## src/rtl/fifo_rd_pkg.sv

```systemverilog
// fifo_rd_pkg: shared definitions for the async-FIFO read-side drain block.
//   - rd_state_e : drain FSM state (IDLE, RUN, STOP, FLUSH), 2-bit encoding
//   - DATA_WIDTH_DEF / CNT_WIDTH_DEF : default widths for data and counters
package fifo_rd_pkg;

  localparam int DATA_WIDTH_DEF = 8;
  localparam int CNT_WIDTH_DEF  = 16;

  typedef enum logic [1:0] {
    IDLE  = 2'd0,
    RUN   = 2'd1,
    STOP  = 2'd2,
    FLUSH = 2'd3
  } rd_state_e;

endpackage

```

## src/rtl/fifo_rd_skid.sv

```systemverilog
// fifo_rd_skid: 2-entry output buffer between the FIFO pop port and the
// valid/ready stream.
//   rclk, rrst_n : clock, synchronous active-low reset
//   clr          : drop all buffered entries (wins over push/pop)
//   push, push_data : write at tail (caller guarantees cnt < 2)
//   m_ready      : downstream accept
//   m_data, m_valid : head entry / buffer non-empty
//   cnt          : occupancy 0..2
//   pop          : transfer happening this cycle (m_valid && m_ready)
module fifo_rd_skid #(
  parameter int DATA_WIDTH = fifo_rd_pkg::DATA_WIDTH_DEF
) (
  input  logic                  rclk,
  input  logic                  rrst_n,
  input  logic                  clr,
  input  logic                  push,
  input  logic [DATA_WIDTH-1:0] push_data,
  input  logic                  m_ready,
  output logic [DATA_WIDTH-1:0] m_data,
  output logic                  m_valid,
  output logic [1:0]            cnt,
  output logic                  pop
);

  logic [1:0][DATA_WIDTH-1:0] mem;
  logic                       wr_ptr;
  logic                       rd_ptr;

  assign m_valid = (cnt != 2'd0);
  assign m_data  = mem[rd_ptr];
  assign pop     = m_valid && m_ready;

  always_ff @(posedge rclk) begin
    if (!rrst_n) begin
      mem    <= '0;
      wr_ptr <= 1'b0;
      rd_ptr <= 1'b0;
      cnt    <= 2'd0;
    end else if (clr) begin
      wr_ptr <= 1'b0;
      rd_ptr <= 1'b0;
      cnt    <= 2'd0;
    end else begin
      if (push) begin
        mem[wr_ptr] <= push_data;
        wr_ptr      <= ~wr_ptr;
      end
      if (pop)
        rd_ptr <= ~rd_ptr;
      // push+pop together leaves occupancy unchanged: 1 byte/cycle at cnt=1
      case ({push, pop})
        2'b10:   cnt <= cnt + 2'd1;
        2'b01:   cnt <= cnt - 2'd1;
        default: cnt <= cnt;
      endcase
    end
  end

endmodule

```

## src/rtl/fifo_rd_drain.sv

```systemverilog
// fifo_rd_drain: read-clock-domain consumer for the async FIFO. Pops bytes via
// rinc/rdata/rempty and re-presents them on a valid/ready stream through a
// 2-entry buffer, with run/stop/flush control and a popped-byte counter.
//   rclk, rrst_n      : read clock, synchronous active-low reset
//   rempty, rdata     : FIFO status/data (rdata valid whenever rempty=0)
//   rinc              : FIFO pop strobe
//   rd_en             : 1 = consume, 0 = stop and drain the buffer
//   flush             : one-cycle pulse, discard buffer and empty the FIFO
//   m_data, m_valid, m_ready : output stream
//   rd_count          : entries popped since reset (wraps)
//   busy              : FSM not in IDLE
// Optional (FIFO_RD_STATS_EN defined):
//   stall_count : cycles in RUN starved (rempty=1 with buffer room)
//   bp_count    : cycles back-pressured (m_valid && !m_ready)
module fifo_rd_drain
  import fifo_rd_pkg::*;
#(
  parameter int DATA_WIDTH = DATA_WIDTH_DEF,
  parameter int CNT_WIDTH  = CNT_WIDTH_DEF
) (
  input  logic                  rclk,
  input  logic                  rrst_n,
  input  logic                  rempty,
  input  logic [DATA_WIDTH-1:0] rdata,
  output logic                  rinc,
  input  logic                  rd_en,
  input  logic                  flush,
  output logic [DATA_WIDTH-1:0] m_data,
  output logic                  m_valid,
  input  logic                  m_ready,
  output logic [CNT_WIDTH-1:0]  rd_count,
`ifdef FIFO_RD_STATS_EN
  output logic [CNT_WIDTH-1:0]  stall_count,
  output logic [CNT_WIDTH-1:0]  bp_count,
`endif
  output logic                  busy
);

  rd_state_e  state, state_nxt;
  logic [1:0] cnt;
  logic       pop;
  logic       push;
  logic       clr;
  logic       drained;

  // Only RUN writes the buffer; FLUSH pops are discarded.
  assign push = rinc && (state == RUN);
  // Entering FLUSH empties the buffer at the next edge.
  assign clr  = flush && (state != FLUSH);
  // Buffer will be empty after this cycle's transfer.
  assign drained = (cnt == 2'd0) || ((cnt == 2'd1) && pop);
  assign busy = (state != IDLE);

  fifo_rd_skid #(.DATA_WIDTH(DATA_WIDTH)) u_skid (
    .rclk      (rclk),
    .rrst_n    (rrst_n),
    .clr       (clr),
    .push      (push),
    .push_data (rdata),
    .m_ready   (m_ready),
    .m_data    (m_data),
    .m_valid   (m_valid),
    .cnt       (cnt),
    .pop       (pop)
  );

  always_ff @(posedge rclk) begin
    if (!rrst_n) state <= IDLE;
    else         state <= state_nxt;
  end

  // rinc depends only on state, rempty and registered cnt, never on m_ready.
  always_comb begin
    state_nxt = state;
    rinc      = 1'b0;
    case (state)
      IDLE: begin
        if (flush)      state_nxt = FLUSH;
        else if (rd_en) state_nxt = RUN;
      end
      RUN: begin
        rinc = !rempty && (cnt < 2'd2);
        if (flush)       state_nxt = FLUSH;
        else if (!rd_en) state_nxt = STOP;
      end
      STOP: begin
        if (flush)        state_nxt = FLUSH;
        else if (rd_en)   state_nxt = RUN;
        else if (drained) state_nxt = IDLE;
      end
      FLUSH: begin
        rinc = !rempty;
        if (rempty) state_nxt = IDLE;
      end
      default: state_nxt = IDLE;
    endcase
  end

  always_ff @(posedge rclk) begin
    if (!rrst_n)   rd_count <= '0;
    else if (rinc) rd_count <= rd_count + CNT_WIDTH'(1);
  end

`ifdef FIFO_RD_STATS_EN
  always_ff @(posedge rclk) begin
    if (!rrst_n) begin
      stall_count <= '0;
      bp_count    <= '0;
    end else begin
      if ((state == RUN) && rempty && (cnt < 2'd2))
        stall_count <= stall_count + CNT_WIDTH'(1);
      if (m_valid && !m_ready)
        bp_count <= bp_count + CNT_WIDTH'(1);
    end
  end
`endif

endmodule

```

## config.mk

```make
export PLATFORM = sky130hd
export DESIGN_NAME = fifo_rd_drain
export DESIGN_NICKNAME = d
export VERILOG_FILES = /design/src/rtl/fifo_rd_pkg.sv /design/src/rtl/fifo_rd_skid.sv /design/src/rtl/fifo_rd_drain.sv
export SDC_FILE = /design/constraint.sdc
export NUM_CORES = 1
export LEC_CHECK = 0
export ABC_AREA = 1
export BUFFER_PORTS_ARGS = -buffer_cell sky130_fd_sc_hd__buf_2
export CORE_ASPECT_RATIO = 1.75
export CORE_MARGIN = 5
export CORE_UTILIZATION = 39
export CTS_CLUSTER_DIAMETER = 120
export DETAILED_ROUTE_END_ITERATION = 10
export MAX_ROUTING_LAYER = met4
export PLACE_DENSITY = 0.71
export SKIP_CTS_REPAIR_TIMING = 1
export SYNTH_ARGS = -nofsm -noshare
export SYNTH_HDL_FRONTEND = slang
export SYNTH_HIERARCHICAL = 1
export SYNTH_SLANG_ARGS = --single-unit
```

## constraint.sdc

```tcl
create_clock -name rclk -period 1.5 [get_ports rclk]
set_input_delay 0.225 -clock rclk [delete_from_list [all_inputs] [get_ports rclk]]
set_output_delay 0.225 -clock rclk [all_outputs]
set_load 0.02 [all_outputs]
```

==> impl_metrics.csv, run 1 <==
group,metric,value,unit
final_layout,drive_above_1_share,23.4,%
global_route,grt.overflow.total,0,
global_route,grt_pass1_wl,7.62,mm
timing,maxSlewViolCount,0,
critical_path,critPathMaxFanout,6,
power,leakage,1.15,nW
logic_synthesis,syn-cell-area,0.00199,mm2
logic_synthesis,synthArstFlopShare,0,%
final_layout,stdcell_count,409,
critical_path,critPathCaptureType,"primary output",
run,drv_cap,0,
logic_synthesis,synth_area_leaders,"dfxtp_1 38%, nand2_1 13%, nor2_1 11%, inv_1 8.9%, o21ai_0 5.8%",
timing,final_hold_viol_count,0,
final_layout,syn_to_final_growth,19.9,%
clock_tree,clk_latency,0.29,ns
placement,io_buffers,40,
critical_path,crit_path_max_incr_delay,0.32,ns
timing,grt_setup_unrepaired,"yes",
drt,drc_errors,0,
global_route,grt_usage,14.2,%
critical_path,rr_worst_depth,10,
timing,slew_headroom,80.2,%
placement,gp_congestion,0.852,
clock_tree,tritoncts,"built",
final_layout,stdcell_area,0.00239,mm2
logic_synthesis,netlist_instances,307,
clock_tree,clkTransAtPathRegs,0.07,ns
critical_path,required,1.27,ns
critical_path,crit-reg2reg-launch,"state[1]$_SDFFE_PN0P_",
logic_synthesis,synth_nets,323,
timing,setup_violations,0,
logic_synthesis,yosysMostFrequentCell,"nand2_1",
final_layout,diodes,0,
logic_synthesis,ys.flop_type,"dfxtp_1",
min_path,hold_class,"input pin to register",
global_route,grt_max_degree,18,
placement,postPlaceCellArea,0.00228,mm2
min_path,hp-start,"rdata[1]",
global_route,grt_pass1_vias,1814,
logic_synthesis,syn_avg_cell_area,6.49,um2
logic_synthesis,ys_top_cells_by_count,"70 x nand2_1, 61 x nor2_1, 47 x inv_1",
drt,vias,1982,
floorplan,die_x,64.0,um
clock_tree,clock_sinks,38,
timing,fmax,688,MHz
logic_synthesis,ys_warn_count,6,
logic_synthesis,post-synth-top-area-fraction,38.2,%
critical_path,crit_path_cell_trace,"buf_4 -> or2_2 -> buf_2",
floorplan,die-area,0.00670,mm2
timing,fin_crit,1.45,ns
timing,setup_slack,0.0463,ns
clock_tree,cts_buffers,5,
final_layout,fin_nets,371,
logic_synthesis,yosysTopAreaCell,"dfxtp_1",
drt,routed_wl,4.45,mm
drt,viasPerCell,4.85,
logic_synthesis,ys_types,27,
timing,period_share,96.9,%
timing,skew,0.0133,ns
power,p_per_area,854,mW/mm2
clock_tree,root_buffer,"clkbuf_8",
drt,routedWlPerCell,10.9,um
logic_synthesis,synth_edf_count,0,
drt,drtIter0Drc,78,
final_layout,fillers,529,
logic_synthesis,synth-seq-cells,38,
min_path,hold_depth,3,
drt,first_pass_iters,4,
critical_path,crit_path_top_delay_cell,"dfxtp_1",
floorplan,fp.dieH,105,um
floorplan,row_count,34,
clock_tree,htree_levels,2,
placement,place_ws,0.0442,ns
clock_tree,cts.path.max_buffers,2,
timing,tightest_slew,0.295,ns
critical_path,timing.rr.end,"u_skid/cnt[1]$_SDFFE_PP0P_",
critical_path,path_class,"register to primary output",
placement,hpwlAfterDp,3.55,mm
critical_path,worst_setup_path_start_kind,"register",
logic_synthesis,ys_seq_area_share,38.2,%
global_route,antenna_found_initial,0,
final_layout,finalCoreUtilization,48.0,%
placement,dp_cells,402,
status,status,"finished clean",
critical_path,reg2reg_slack,0.11,ns
floorplan,ios,41,
drt,detail-route-antenna-nets,0,
power,peakVddDrop,0.000822,V
floorplan,start_util,40.0,%
floorplan,coreArea,0.00498,mm2
min_path,hold_end,"u_skid/mem[1]$_SDFFE_PN0P_",
timing,setup_tns,0,ns
critical_path,cp.arrival,1.23,ns
stage by stage:
stage / hold WS (ns) / power [mW]
6_report: 0.171 / 2.04
5_1_grt: 0.188 / 2.16
4_1_cts: 0.165 / 2.07
3_5_place_dp: 0.466 / 1.40
3_3_place_gp: 0.459 / 1.39
2_1_floorplan: 0.348 / 1.29
power by group:
group          internal, mW  total [mW]  switching (mW)
Clock                 0.319       0.663           0.344
Combinational         0.115       0.315           0.199
Sequential             1.04        1.06          0.0205
worst max-delay path by stage:
stage | startpoint | cells past startpoint | to
2_1_floorplan | rd_count[0]$_SDFFE_PN0P_ | 8 | rd_count[10]$_SDFFE_PN0P_
3_3_place_gp | u_skid/cnt[1]$_SDFFE_PP0P_ | 10 | u_skid/cnt[1]$_SDFFE_PP0P_
3_5_place_dp | u_skid/cnt[1]$_SDFFE_PP0P_ | 10 | u_skid/cnt[1]$_SDFFE_PP0P_
4_1_cts | u_skid/cnt[1]$_SDFFE_PP0P_ | 4 | rinc
5_1_grt | state[1]$_SDFFE_PN0P_ | 10 | u_skid/cnt[1]$_SDFFE_PP0P_
6_report | state[1]$_SDFFE_PN0P_ | 3 | busy
cell usage in the layout (no fill, tap or decap), types with 2 or more instances in the layout:
master and count:
nand2_1 69, nor2_1 61, inv_1 47, buf_2 39, dfxtp_1 33, o21ai_0 21
nand3_1 10, a21oi_1 7, nor3_1 7, buf_4 7, o21ai_1 6, nor2_2 5
nand4_1 5, clkbuf_8 5, nand2_2 4, dfxtp_2 4, inv_2 3, nand2_4 2
nor2_8 2, nor2_4 2, nand3_2 2, ha_1 2
layer usage:
metal	GRT usage, %	wire length [um]
met5	-	0
met2	24.7	2340
met3	3.76	258
met1	14.5	1740
met4	5.94	116
state kept, by name (all words and copies together), names as in the netlist:
name and count:
u_skid/wr_ptr 1, u_skid/rd_ptr 1, state 2, u_skid/mem 16, u_skid/cnt 2, rd_count 16
worst max-delay path: cells and delay by family, from the launching register on:
| kind | cells | cell delay [ns] |
|---|---|---|
| flops | 1 | 0.32 |
| simple gates | 1 | 0.30 |
| buf+inv | 2 | 0.31 |
final cells by class:
| type | count | area (um2) | area share (%) |
|---|---|---|---|
| Tap cell | 54 | 67.6 | 2.83 |
| Clock inverter | 1 | 7.51 | 0.314 |
| Inverter | 53 | 203 | 8.48 |
| Sequential cell | 38 | 769 | 32.2 |
| Multi-Input combinational cell | 211 | 1020 | 42.8 |
| Clock buffer | 6 | 72.6 | 3.04 |
| Timing Repair Buffer | 46 | 248 | 10.4 |
cell families (layout without fill, tap and decap cells):
logic type,after synthesis,in the layout,synth area share (%)
simple gates,173,173,39.7
buf+inv,58,106,11.5
flops,38,38,38.2
compound gates,36,36,9.29
fa+ha+maj,2,2,1.26
(Power assumes the default switching activity.)
==> run 2: changes to the inputs <==
- BUFFER_PORTS_ARGS: -buffer_cell sky130_fd_sc_hd__buf_2 -> -buffer_cell sky130_fd_sc_hd__buf_4
- CORE_UTILIZATION: 39 -> 45
- PLACE_DENSITY: 0.71 -> 0.79
- RECOVER_POWER: unset -> 100
==> run 2 against run 1 <==
Compared with the run above: clock power increased by 2%; via count fell by 1.3%; clock skew is 0.0076 ns lower; register-to-register slack about the same; sequential cell count stayed put; die area shrank 12%; global-route usage up 2.7 points.
==> impl_metrics.csv, run 2 (synthesized netlist as in run 1, its figures left out) <==
group,metric,value,unit
final_layout,drive_above_1_share,22.3,%
clock_tree,clk_latency,0.29,ns
timing,fmax,687,MHz
final_layout,syn_to_final_growth,23.2,%
drt,drc_errors,0,
global_route,grt_max_degree,21,
placement,hpwlAfterDp,3.42,mm
floorplan,fp.dieH,98.0,um
critical_path,worst_setup_path_start_kind,"register",
clock_tree,htree_levels,2,
clock_tree,clkTransAtPathRegs,0.07,ns
timing,setup_violations,0,
power,p_per_area,846,mW/mm2
timing,setup_tns,0,ns
timing,slew_headroom,78.9,%
global_route,antenna_found_initial,0,
timing,setup_slack,0.0452,ns
drt,detail-route-antenna-nets,0,
floorplan,ios,41,
min_path,hold_class,"input pin to register",
placement,io_buffers,40,
status,status,"finished clean",
timing,tightest_slew,0.317,ns
timing,period_share,97.0,%
timing,final_hold_viol_count,0,
drt,first_pass_iters,4,
min_path,hp-start,"rdata[5]",
final_layout,diodes,0,
power,power_frac_comb,16.3,%
clock_tree,root_buffer,"clkbuf_8",
floorplan,coreArea,0.00436,mm2
critical_path,rr_worst_depth,10,
placement,gp_congestion,0.919,
drt,routedWlPerCell,10.8,um
power,switching_share,27.8,%
timing,fin_crit,1.45,ns
timing,skew,0.00573,ns
power,seqPwrFrac,51.0,%
critical_path,timing.rr.end,"u_skid/cnt[1]$_SDFFE_PP0P_",
placement,place_ws,0.0696,ns
global_route,grt.overflow.total,0,
power,intPower,1.50,mW
floorplan,start_util,45.7,%
clock_tree,tritoncts,"built",
timing,whs,0.165,ns
critical_path,required,1.27,ns
floorplan,die-area,0.00591,mm2
power,peakVddDrop,0.000779,V
critical_path,critPathMaxFanout,6,
final_layout,largestRegisters,"rd_count (16), u_skid/mem (16)",
floorplan,die_x,60.3,um
final_layout,stdcell_count,405,
final_layout,layout_common_cells,"70 x nand2_1, 60 x nor2_1, 47 x inv_1",
clock_tree,cts_buffers,5,
timing,maxSlewViolCount,0,
final_layout,fin_nets,370,
drt,routed_wl,4.38,mm
global_route,grt_usage,16.9,%
critical_path,crit-reg2reg-launch,"state[1]$_SDFFE_PN0P_",
drt,viasPerCell,4.83,
floorplan,row_count,32,
critical_path,cp.arrival,1.23,ns
drt,drtIter0Drc,65,
clock_tree,clock_sinks,38,
timing,grt_setup_unrepaired,"yes",
power,leakage,1.14,nW
clock_tree,cts.path.max_buffers,2,
power,switchingPower,0.578,mW
run,drv_cap,0,
global_route,grt_pass1_wl,7.65,mm
drt,vias,1957,
critical_path,reg2reg_slack,0.12,ns
critical_path,critPathCaptureType,"primary output",
final_layout,final_common_cell,"nand2_1",
min_path,hold_end,"u_skid/mem[5]$_SDFFE_PN0P_",
min_path,hold_depth,3,
power,pwr-share-clk,32.6,%
global_route,grt_pass1_vias,1840,
placement,dp_cells,398,
critical_path,path_class,"register to primary output",
## run 2: cell types whose count changed in the layout (fill, tap and decap cells not counted), sizes merged
cell    delta
buf        -4
clkbuf     +3
## run 2: power by group through the flow
stage	registers (mW)	clock network, mW	logic, mW
floorplan	1.09	0	0.199
global placement	1.08	0	0.331
detailed placement	1.08	0	0.336
CTS	1.06	0.696	0.337
global route	1.07	0.750	0.378
finish	1.06	0.679	0.339
## run 2: worst max path at each step
stage / startpoint / to / slack [ns] / depth (start not counted)
after floorplan: rd_count[0]$_SDFFE_PN0P_ / rd_count[10]$_SDFFE_PN0P_ / 0.06 / 8
after global placement: u_skid/cnt[1]$_SDFFE_PP0P_ / u_skid/cnt[1]$_SDFFE_PP0P_ / 0.1 / 10
after detailed placement: u_skid/cnt[1]$_SDFFE_PP0P_ / u_skid/cnt[1]$_SDFFE_PP0P_ / 0.07 / 10
after CTS: u_skid/cnt[1]$_SDFFE_PP0P_ / rinc / 0.005 / 4
after global routing: rd_count[1]$_SDFFE_PN0P_ / rd_count[14]$_SDFFE_PN0P_ / -0.03 / 8
final: state[1]$_SDFFE_PN0P_ / busy / 0.05 / 3
## run 2: layout make-up
type	count	area [um2]
Tap cell	51	63.8
Clock buffer	6	72.6
Multi-Input combinational cell	211	1010
Timing Repair Buffer	45	334
Inverter	53	200
Sequential cell	38	768
Clock inverter	1	7.51
Fill cell	441	1910
## run 2: routing by layer
| layer | share of wire (%) | wire [um] | vias to the layer above | track usage [%] |
|---|---|---|---|---|
| met5 | 0 | 0 | - | - |
| met4 | 1.9 | 85 | 0 | 6.48 |
| met1 | 40 | 1750 | 874 | 18.2 |
| met3 | 4.5 | 198 | 9 | 3.97 |
| li1 | - | - | 1036 | - |
| met2 | 53 | 2340 | 38 | 28.7 |
## run 2: metrics by stage
stage,util (%),total power [mW],instance area [um2]
finish,56.3,2.08,2460
global route,56.3,2.19,2460
CTS,56.2,2.09,2450
detailed placement,54.3,1.42,2370
global placement,54.3,1.41,2370
floorplan,-,1.29,2000
## run 2: worst max-delay path: stages (launching register included)
cell     delay [ns]
dfxtp_2        0.33
buf_4          0.15
or2_2          0.32
buf_6          0.14
